`src/rtl/alu_arbiter.sv`:
```
// alu_arbiter: round-robin arbiter that lets two requesters share one
// combinational ALU. Each accepted operation takes three cycles
// (IDLE -> EXEC -> DONE). The operands are latched at grant and the ALU
// result and flags are captured at the end of EXEC.
module alu_arbiter #(
  parameter logic [4:0] IDLE_FS = 5'h13,
  parameter int         DATA_W  = 32
) (
  input  logic              clk,
  input  logic              reset,
  input  logic              req0,
  input  logic              req1,
  input  logic [4:0]        fs0,
  input  logic [4:0]        fs1,
  input  logic [DATA_W-1:0] s0,
  input  logic [DATA_W-1:0] t0,
  input  logic [DATA_W-1:0] s1,
  input  logic [DATA_W-1:0] t1,
  output logic              gnt0,
  output logic              gnt1,
  output logic              done0,
  output logic              done1,
  output logic [DATA_W-1:0] y_lo,
  output logic              n,
  output logic              z,
  output logic              v,
  output logic              c,
  output logic [4:0]        alu_fs,
  output logic [DATA_W-1:0] alu_s,
  output logic [DATA_W-1:0] alu_t,
  input  logic [DATA_W-1:0] alu_y_lo,
  input  logic              alu_n,
  input  logic              alu_z,
  input  logic              alu_v,
  input  logic              alu_c
);

  typedef enum logic [1:0] {IDLE, EXEC, DONE} state_t;

  state_t            state_q, state_d;
  logic              last_q;   // port served most recently; also the port in flight
  logic              win;
  logic              any_req;
  logic [4:0]        fs_p0;
  logic [DATA_W-1:0] s_p0, t_p0;

  // Arbitration: a lone request wins; on a tie the port not served last wins
  always_comb begin
    any_req = req0 | req1;
    win     = 1'b0;
    if (req0 && req1) win = ~last_q;
    else if (req1)    win = 1'b1;
  end

  // Next-state logic and decode of the grant, done and ALU-drive outputs
  always_comb begin
    state_d = state_q;
    gnt0    = 1'b0;
    gnt1    = 1'b0;
    done0   = 1'b0;
    done1   = 1'b0;
    alu_fs  = IDLE_FS;
    alu_s   = '0;
    alu_t   = '0;
    case (state_q)
      IDLE: if (any_req) state_d = EXEC;
      EXEC: begin
        state_d = DONE;
        gnt0    = ~last_q;
        gnt1    = last_q;
        alu_fs  = fs_p0;
        alu_s   = s_p0;
        alu_t   = t_p0;
      end
      DONE: begin
        state_d = IDLE;
        done0   = ~last_q;
        done1   = last_q;
      end
      default: state_d = IDLE;
    endcase
  end

  // State register and last-served pointer; the pointer moves only on a grant
  always_ff @(posedge clk) begin
    if (reset) begin
      state_q <= IDLE;
      last_q  <= 1'b1;
    end else begin
      state_q <= state_d;
      if (state_q == IDLE && any_req) last_q <= win;
    end
  end

  // Stage p0: latch the winning port's function select and operands at grant
  always_ff @(posedge clk) begin
    if (reset) begin
      fs_p0 <= '0;
      s_p0  <= '0;
      t_p0  <= '0;
    end else if (state_q == IDLE && any_req) begin
      fs_p0 <= win ? fs1 : fs0;
      s_p0  <= win ? s1  : s0;
      t_p0  <= win ? t1  : t0;
    end
  end

  // Result stage: capture the ALU output at the end of EXEC and hold it until the next capture
  always_ff @(posedge clk) begin
    if (reset) begin
      y_lo <= '0;
      n    <= 1'b0;
      z    <= 1'b0;
      v    <= 1'b0;
      c    <= 1'b0;
    end else if (state_q == EXEC) begin
      y_lo <= alu_y_lo;
      n    <= alu_n;
      z    <= alu_z;
      v    <= alu_v;
      c    <= alu_c;
    end
  end

endmodule

```
`config.mk`:
```
export PLATFORM = sky130hd
export DESIGN_NAME = alu_arbiter
export DESIGN_NICKNAME = d
export VERILOG_FILES = /design/src/rtl/alu_arbiter.sv
export SDC_FILE = /design/constraint.sdc
export NUM_CORES = 1
export LEC_CHECK = 0
export CAP_MARGIN = 40
export CORE_MARGIN = 2
export CORE_UTILIZATION = 41
export DETAILED_ROUTE_END_ITERATION = 10
export GPL_ROUTABILITY_DRIVEN = 0
export GPL_TIMING_DRIVEN = 0
export PLACE_DENSITY = 0.83
export SLEW_MARGIN = 20
export SYNTH_ARGS = -nofsm -noshare
export SYNTH_HDL_FRONTEND = slang
export SYNTH_SLANG_ARGS = --single-unit
```
`constraint.sdc`:
```
create_clock -name clk -period 3.1 [get_ports clk]
set_input_delay 0.31 -clock clk [delete_from_list [all_inputs] [get_ports clk]]
set_output_delay 0.31 -clock clk [all_outputs]
set_load 0.02 [all_outputs]
```
Word-level counts from Yosys, hierarchy flattened
Index checks and enable logic that the tools add are counted.
{"block": "word_totals", "reg_bits": 108, "mem_bits_rw": 0, "latchBits": 0, "out_inout_bits": 109, "mem_count": 0, "elab_cells": 32, "rom_bits": 0, "in_bits": 178}
{"block": "op_classes", "mux": 14, "n_lt_le_gt_ge": 0, "n_reduce_logical": 3, "n_mul": 0, "div": 0, "n_eq_ne": 3, "n_addsub": 0, "shifts": 0, "bitwise": 2}
{"operator": "$mux 32", "n": 4}
{"operator": "$mux 5", "n": 2}
{"operator": "$mux 1", "n": 6}
{"operator": "$pmux 2 s2", "n": 1}
{"operator": "$eq 2x1->1 const B", "n": 1}
{"operator": "$eq 2x2->1 const B", "n": 1}
{"operator": "$logic_and 1x1->1", "n": 2}
{"operator": "$logic_not 2->1", "n": 1}
{"operator": "$mux 2", "n": 1}
{"operator": "$ne 2x2->1 const B", "n": 1}
{"operator": "$not 1->1", "n": 1}
{"operator": "$or 1x1->1", "n": 1}

Depth between registers and ports, before layout
Gate-level depths: netlist (run 1).
{"block": "depth", "ltp_word": 3, "mapped_depth": 7, "ltp_nobuf": 3}

Least setup slack after synthesis (run 1)
Ideal clock, no wire load.
{"block": "synth_path", "path_type": "register to output", "from": "register state_q[0]", "to": "output alu_fs[2]", "path_buffers": 3, "path_stages_with_launch": 6, "arrival_time_ps": 1271, "slack_ps": 1519, "required_ps": 2790, "path_cell_list": "dfxtp_1 nor2b_1 clkbuf_1 buf_2 buf_2 and2_1"}
{"block": "synth_via", "elab_chain_cells": 2}
{"item": "from (decl)", "line": "40", "rtl": "state_t state_q, state_d;"}
{"item": "from (signal assigned)", "line": "90", "rtl": "state_q <= state_d;"}
{"item": "$eq 2x1->1", "line": "65", "rtl": "case (state_q)"}
{"item": "$mux 5", "line": "65"}
{"item": "to (decl)", "line": "28", "rtl": "output logic [4:0] alu_fs,"}
Every way passes these cells.

Final worst setup path (run 1)
{"block": "layout_path", "from": "register state_q[0]", "to": "output alu_fs[3]"}
The elaborated chain is that of the path after synthesis.

==> results of run 1 <==
-- metal layers --
layer  routed length [um]  GRT usage (%)
met4                  438           9.51
met2                 8910           48.1
met1                 7050           30.5
met5                    0              0
met3                 1440           6.91
-- Yosys cell counts, drive strengths merged --
cell type	number	share of area [%]
nand2	211	16
dfxtp	108	44
a21oi	105	11
a311oi	69	13
and2	68	8.6
clkbuf	48	3.6
buf	18	2.1
nand2b	4	0.50
nor2	4	0.30
a211o	1	0.18
a21bo	1	0.20
a21boi	1	0.15
and3	1	0.13
and3b	1	0.18
nor2b	1	0.13
nor3b	1	0.15
or2	1	0.13
-- stage by stage --
stage          setup slack [ps]  utilization (%)
2_1_floorplan              1520                -
3_3_place_gp                618             67.1
3_5_place_dp                575             67.1
4_1_cts                     198             70.3
5_1_grt                    95.1             70.3
6_report                    289             70.3
-- cells by family (layout without fill, tap and decap cells) --
logic type | after synthesis | count (layout) | share of synthesized area, %
AO/OA/AOI/OAI | 177 | 177 | 24.6
buffers and inverters | 66 | 367 | 5.71
flip-flops | 108 | 108 | 43.6
AND/OR/NAND/NOR | 292 | 292 | 26.1
-- report_power, final --
| part | internal (mW) | switching (mW) |
|---|---|---|
| Combinational | 0.516 | 0.514 |
| Sequential | 1.53 | 0.0677 |
| Clock | 0.919 | 0.520 |
| Total | 2.96 | 1.10 |
-- final cells by class --
cell class,instances,area (um^2),area share [%]
well taps,147,184,2.20
repair buffers,285,2850,34.1
plain buffers,66,283,3.38
clock inverters,5,129,1.54
flip-flops and latches,108,2160,25.8
multi-input cells,469,2510,30.0
clock buffers,11,253,3.02
-- worst max-delay path: stages (launching register included) --
cell             delay [ps]
dfxtp_1                 380
nor2b_1                 150
clkbuf_1                310
buf_2                   320
buf_2                   240
and2_1                  150
clkdlybuf4s50_1         610
-- registers in the layout, indices dropped and copies added (netlist names) --
name	cells
fs_p0	5
v	1
last_q	1
c	1
t_p0	32
s_p0	32
y_lo	32
z	1
state_q	2
n	1
-- worst paths after layout --
path	startpoint	endpoint	slack [ps]	depth (start not counted)
max	state_q[0]$_SDFFE_PP0P_	alu_fs[3]	290	6
min	y_lo[13]$_SDFFE_PP0N_	y_lo[13]$_SDFFE_PP0N_	460	2
max reg2reg	last_q$_SDFFE_PP1P_	s_p0[19]$_SDFFE_PP0P_	1050	4
min reg2reg	y_lo[13]$_SDFFE_PP0N_	y_lo[13]$_SDFFE_PP0N_	460	2
==> reports/results.txt, run 1 <==
residual antenna-violating net count after detailed routing -> 0
Seq/Total Area, Yosys -> 43.6%
count of endpoints failing hold in the final timing report -> 0
core box area -> 11,900 um^2
startpoint type of the worst setup path -> register
Overall Power -> 4.06 mW
Gate Count Post-Synth -> 643
number of design rule violations left after detail routing -> 0
FMAX -> 0.356 GHz
DIE AREA -> 13,000 um^2
highest-count cells in the layout ignoring fill and taps -> clkdlybuf4s50_1, nand2_1, dfxtp_1
largest net degree at the start of global routing -> 18
number of synthesis warnings -> 0
max-cap violation count -> 0
post-CTS clock slew at the launch and capture registers of the worst setup and hold paths -> 70 ps
clock root buffer -> clkbuf_16
Total Routed Length -> 17.8 mm
most common cell after layout, fill and taps aside -> clkdlybuf4s50_1
total congestion overflow -> 0
synthesis-to-layout area growth -> 69.0%
transition time at the pin with the least slew margin -> 780 ps
total CTS buffers -> 9
DR vias -> 5,689
element type at the critical path end -> output port
instance area at placement -> 7990 um^2
Max VDD drop -> 0.346 mV
Yosys reg bits -> 108
estimated wirelength of the detail-placed design -> 13.4 mm
input/output buffers -> 285
clock period minus final worst setup slack -> 2810 ps
mean post-synth cell area -> 7.71 um^2
RSZ-0062 raised after global routing -> no
Final setup viols -> 0
Via-to-Cell Ratio -> 5.21
drt initial violations -> 360
data arrival time of the worst path -> 2500 ps
fraction of layout cells with a size suffix above 1 -> 4.77%
die width -> 114 um
path type of the worst setup path -> reg2out
via count of the first global-routing pass -> 5,388
number of buffers between clock root and the deepest sink -> 2
Period Utilization, post-route -> 90.7%
sinks on the clock net -> 108
class of the worst hold path -> reg2reg
first-pass detailed-route iteration total -> 8
power density of the placed cells -> 485 nW/um^2
Netlist cell types -> 19
leakage power total -> 3.13 nW
number of top-level pins -> 287
worst hold margin -> 455 ps
filler cell count in the final layout -> 971
CP Max Fanout -> 10
syn_nets -> 821
number of standard cells in the final layout excluding fillers -> 1,091
dpl cells -> 1,075
global routing usage summed across all routing layers -> 26.7%
hold buffers post-CTS -> 0
run status -> completed
endpoint required time on the critical path -> 2790 ps
number of max-slew violations in the final report -> 0
maximum level of the CTS H-tree -> 3
Routed wire per std cell -> 16.4 um
starting density of the core -> 41.6%
Setup Buffers After CTS -> 0
total negative slack -> 0 ps
global-route wire length before repair -> 27.2 mm
worst slew slack as a fraction of its limit -> 47.9%
number of rows created at floorplan -> 40
total of cells resized after clock tree synthesis -> 0
initial antenna violation count -> 0
clock tree from TritonCTS -> done
post-route standard cell area excluding fillers -> 8370 um^2
Post-layout nets -> 1,117
Mapped Area -> 4960 um^2
number of inserted diodes -> 0
clock insertion delay at the later pin of the skew report -> 340 ps
clk_skew -> 5.39 ps
Chip Height -> 114 um
(Power assumes the default switching activity.)
==> run 2: changes to the inputs <==
CORE_UTILIZATION = 42   (was 41)
CTS_BUF_LIST = sky130_fd_sc_hd__clkbuf_8   (was not set)
PLACE_DENSITY = 0.85   (was 0.83)
==> run 2 against run 1 <==
- die area is 2.3% lower
- setup slack worse by 81 ps
- non-clock buffer count stayed put
- core utilization is 1.3 points higher
- critical path type unchanged
==> reports/results.txt, run 2 (synthesis gave the netlist of run 1 again) <==
Chip Height -> 113 um
via count of the first global-routing pass -> 5,494
most common cell after layout, fill and taps aside -> clkdlybuf4s50_1
clock group share of total power -> 27.0%
starting density of the core -> 43.2%
Final Core Density -> 71.6%
class of the worst hold path -> reg2reg
endpoint required time on the critical path -> 2790 ps
FMAX -> 0.346 GHz
total of cells resized after clock tree synthesis -> 0
sequential group share of total power -> 44.3%
post-CTS clock slew at the launch and capture registers of the worst setup and hold paths -> 100 ps
leakage power total -> 3.06 nW
data arrival time of the worst path -> 2580 ps
total negative slack -> 0 ps
internal power summed over all cells -> 2.52 mW
global-route wire length before repair -> 28.1 mm
max-cap violation count -> 0
transition time at the pin with the least slew margin -> 804 ps
initial antenna violation count -> 0
Final setup viols -> 0
fraction of layout cells with a size suffix above 1 -> 4.77%
total CTS buffers -> 9
Period Utilization, post-route -> 93.3%
number of inserted diodes -> 0
worst hold margin -> 459 ps
Max VDD drop -> 0.320 mV
DR vias -> 5,637
element type at the critical path end -> output port
global-route track usage on met3 -> 7.45%
clk_skew -> 4.86 ps
largest registers ranked by flip-flop count -> s_p0 x32, t_p0 x32, y_lo x32
startpoint type of the worst setup path -> register
clock tree from TritonCTS -> done
worst slew slack as a fraction of its limit -> 46.2%
instance area at placement -> 7990 um^2
RSZ-0062 raised after global routing -> no
path type of the worst setup path -> reg2out
post-route standard cell area excluding fillers -> 8210 um^2
ordered list of cells on the worst path -> nor2b_1 -> clkbuf_1 -> buf_2 -> buf_2 -> and2_1 -> clkdlybuf4s50_1
highest-count cells in the layout ignoring fill and taps -> clkdlybuf4s50_1, nand2_1, dfxtp_1
maximum level of the CTS H-tree -> 3
Post-layout nets -> 1,117
number of top-level pins -> 287
number of buffers between clock root and the deepest sink -> 2
switching fraction of total power -> 29.9%
residual antenna-violating net count after detailed routing -> 0
clock root buffer -> clkbuf_8
total congestion overflow -> 0
combinational power share -> 28.7%
estimated wirelength of the detail-placed design -> 13.7 mm
Via-to-Cell Ratio -> 5.19
GRT met1 Usage -> 31.4%
met2 usage in global routing -> 49.8%
DIE AREA -> 12,700 um^2
global routing usage summed across all routing layers -> 27.6%
input/output buffers -> 285
first-pass detailed-route iteration total -> 4
Routed wire per std cell -> 16.5 um
CP Max Fanout -> 10
crit path max-delay cell type -> clkdlybuf4s50_1
net switching power -> 1.07 mW
worst hold start -> v$_SDFFE_PP0N_
core box area -> 11,500 um^2
crit-path max cell delay -> 600 ps
number of design rule violations left after detail routing -> 0
hold buffers post-CTS -> 0
worst flop-to-flop path startpoint -> last_q$_SDFFE_PP1P_
Worst setup startpoint -> state_q[0]$_SDFFE_PP0P_
Setup Buffers After CTS -> 0
drt initial violations -> 322
clock insertion delay at the later pin of the skew report -> 370 ps
number of max-slew violations in the final report -> 0
count of endpoints failing hold in the final timing report -> 0
clock period minus final worst setup slack -> 2890 ps
largest net degree at the start of global routing -> 18
filler cell count in the final layout -> 981
die width -> 113 um
Total Routed Length -> 17.9 mm
run status -> completed
sinks on the clock net -> 108
synthesis-to-layout area growth -> 65.7%
highest-utilization routing layer at the global route stage -> met2
power density of the placed cells -> 438 nW/um^2
number of rows created at floorplan -> 39
critical path's most frequent cell -> buf_2
run 2: area by class of cell:
cell class | instances | area, um^2 | area share (%)
buffer | 66 | 283 | 3.44
clock buffer | 10 | 138 | 1.68
clock inverter | 6 | 86.3 | 1.05
multi-input combinational | 469 | 2510 | 30.6
sequential | 108 | 2160 | 26.3
tap | 143 | 179 | 2.18
timing repair buffer | 285 | 2850 | 34.7
run 2: final timing paths:
path | to | slack, ps | cells after the start
min | v$_SDFFE_PP0N_ | 460 | 2
min reg2reg | v$_SDFFE_PP0N_ | 460 | 2
max reg2reg | t_p0[31]$_SDFFE_PP0P_ | 1070 | 4
max | alu_t[0] | 210 | 6
run 2: power by group through the flow:
stage / registers [mW] / clock network [mW] / logic (mW)
after floorplan: 1.64 / 0 / 0.495
after global placement: 1.62 / 0 / 1.02
after detailed placement: 1.62 / 0 / 1.03
after CTS: 1.59 / 0.981 / 1.03
after global routing: 1.61 / 1.05 / 1.12
final: 1.59 / 0.970 / 1.03
run 2: metrics by stage:
step | instances | setup slack, ps | power, mW
after floorplan | 643 | 1520 | 2.14
after global placement | 1071 | 595 | 2.63
after detailed placement | 1071 | 600 | 2.65
after CTS | 1087 | 173 | 3.61
after global routing | 1087 | 42.7 | 3.78
final | 1087 | 208 | 3.59
run 2: per-layer routing:
metal	share of wire [%]	routed length, um
met5	0	0
met4	2.4	438
met3	8.0	1440
met2	51	9090
met1	39	6950
run 2: critical path, delay by kind of cell (launching register included):
kind,cells,cell delay [ps]
buffers and inverters,4,1520
AND/OR/NAND/NOR,2,290
flip-flops,1,390
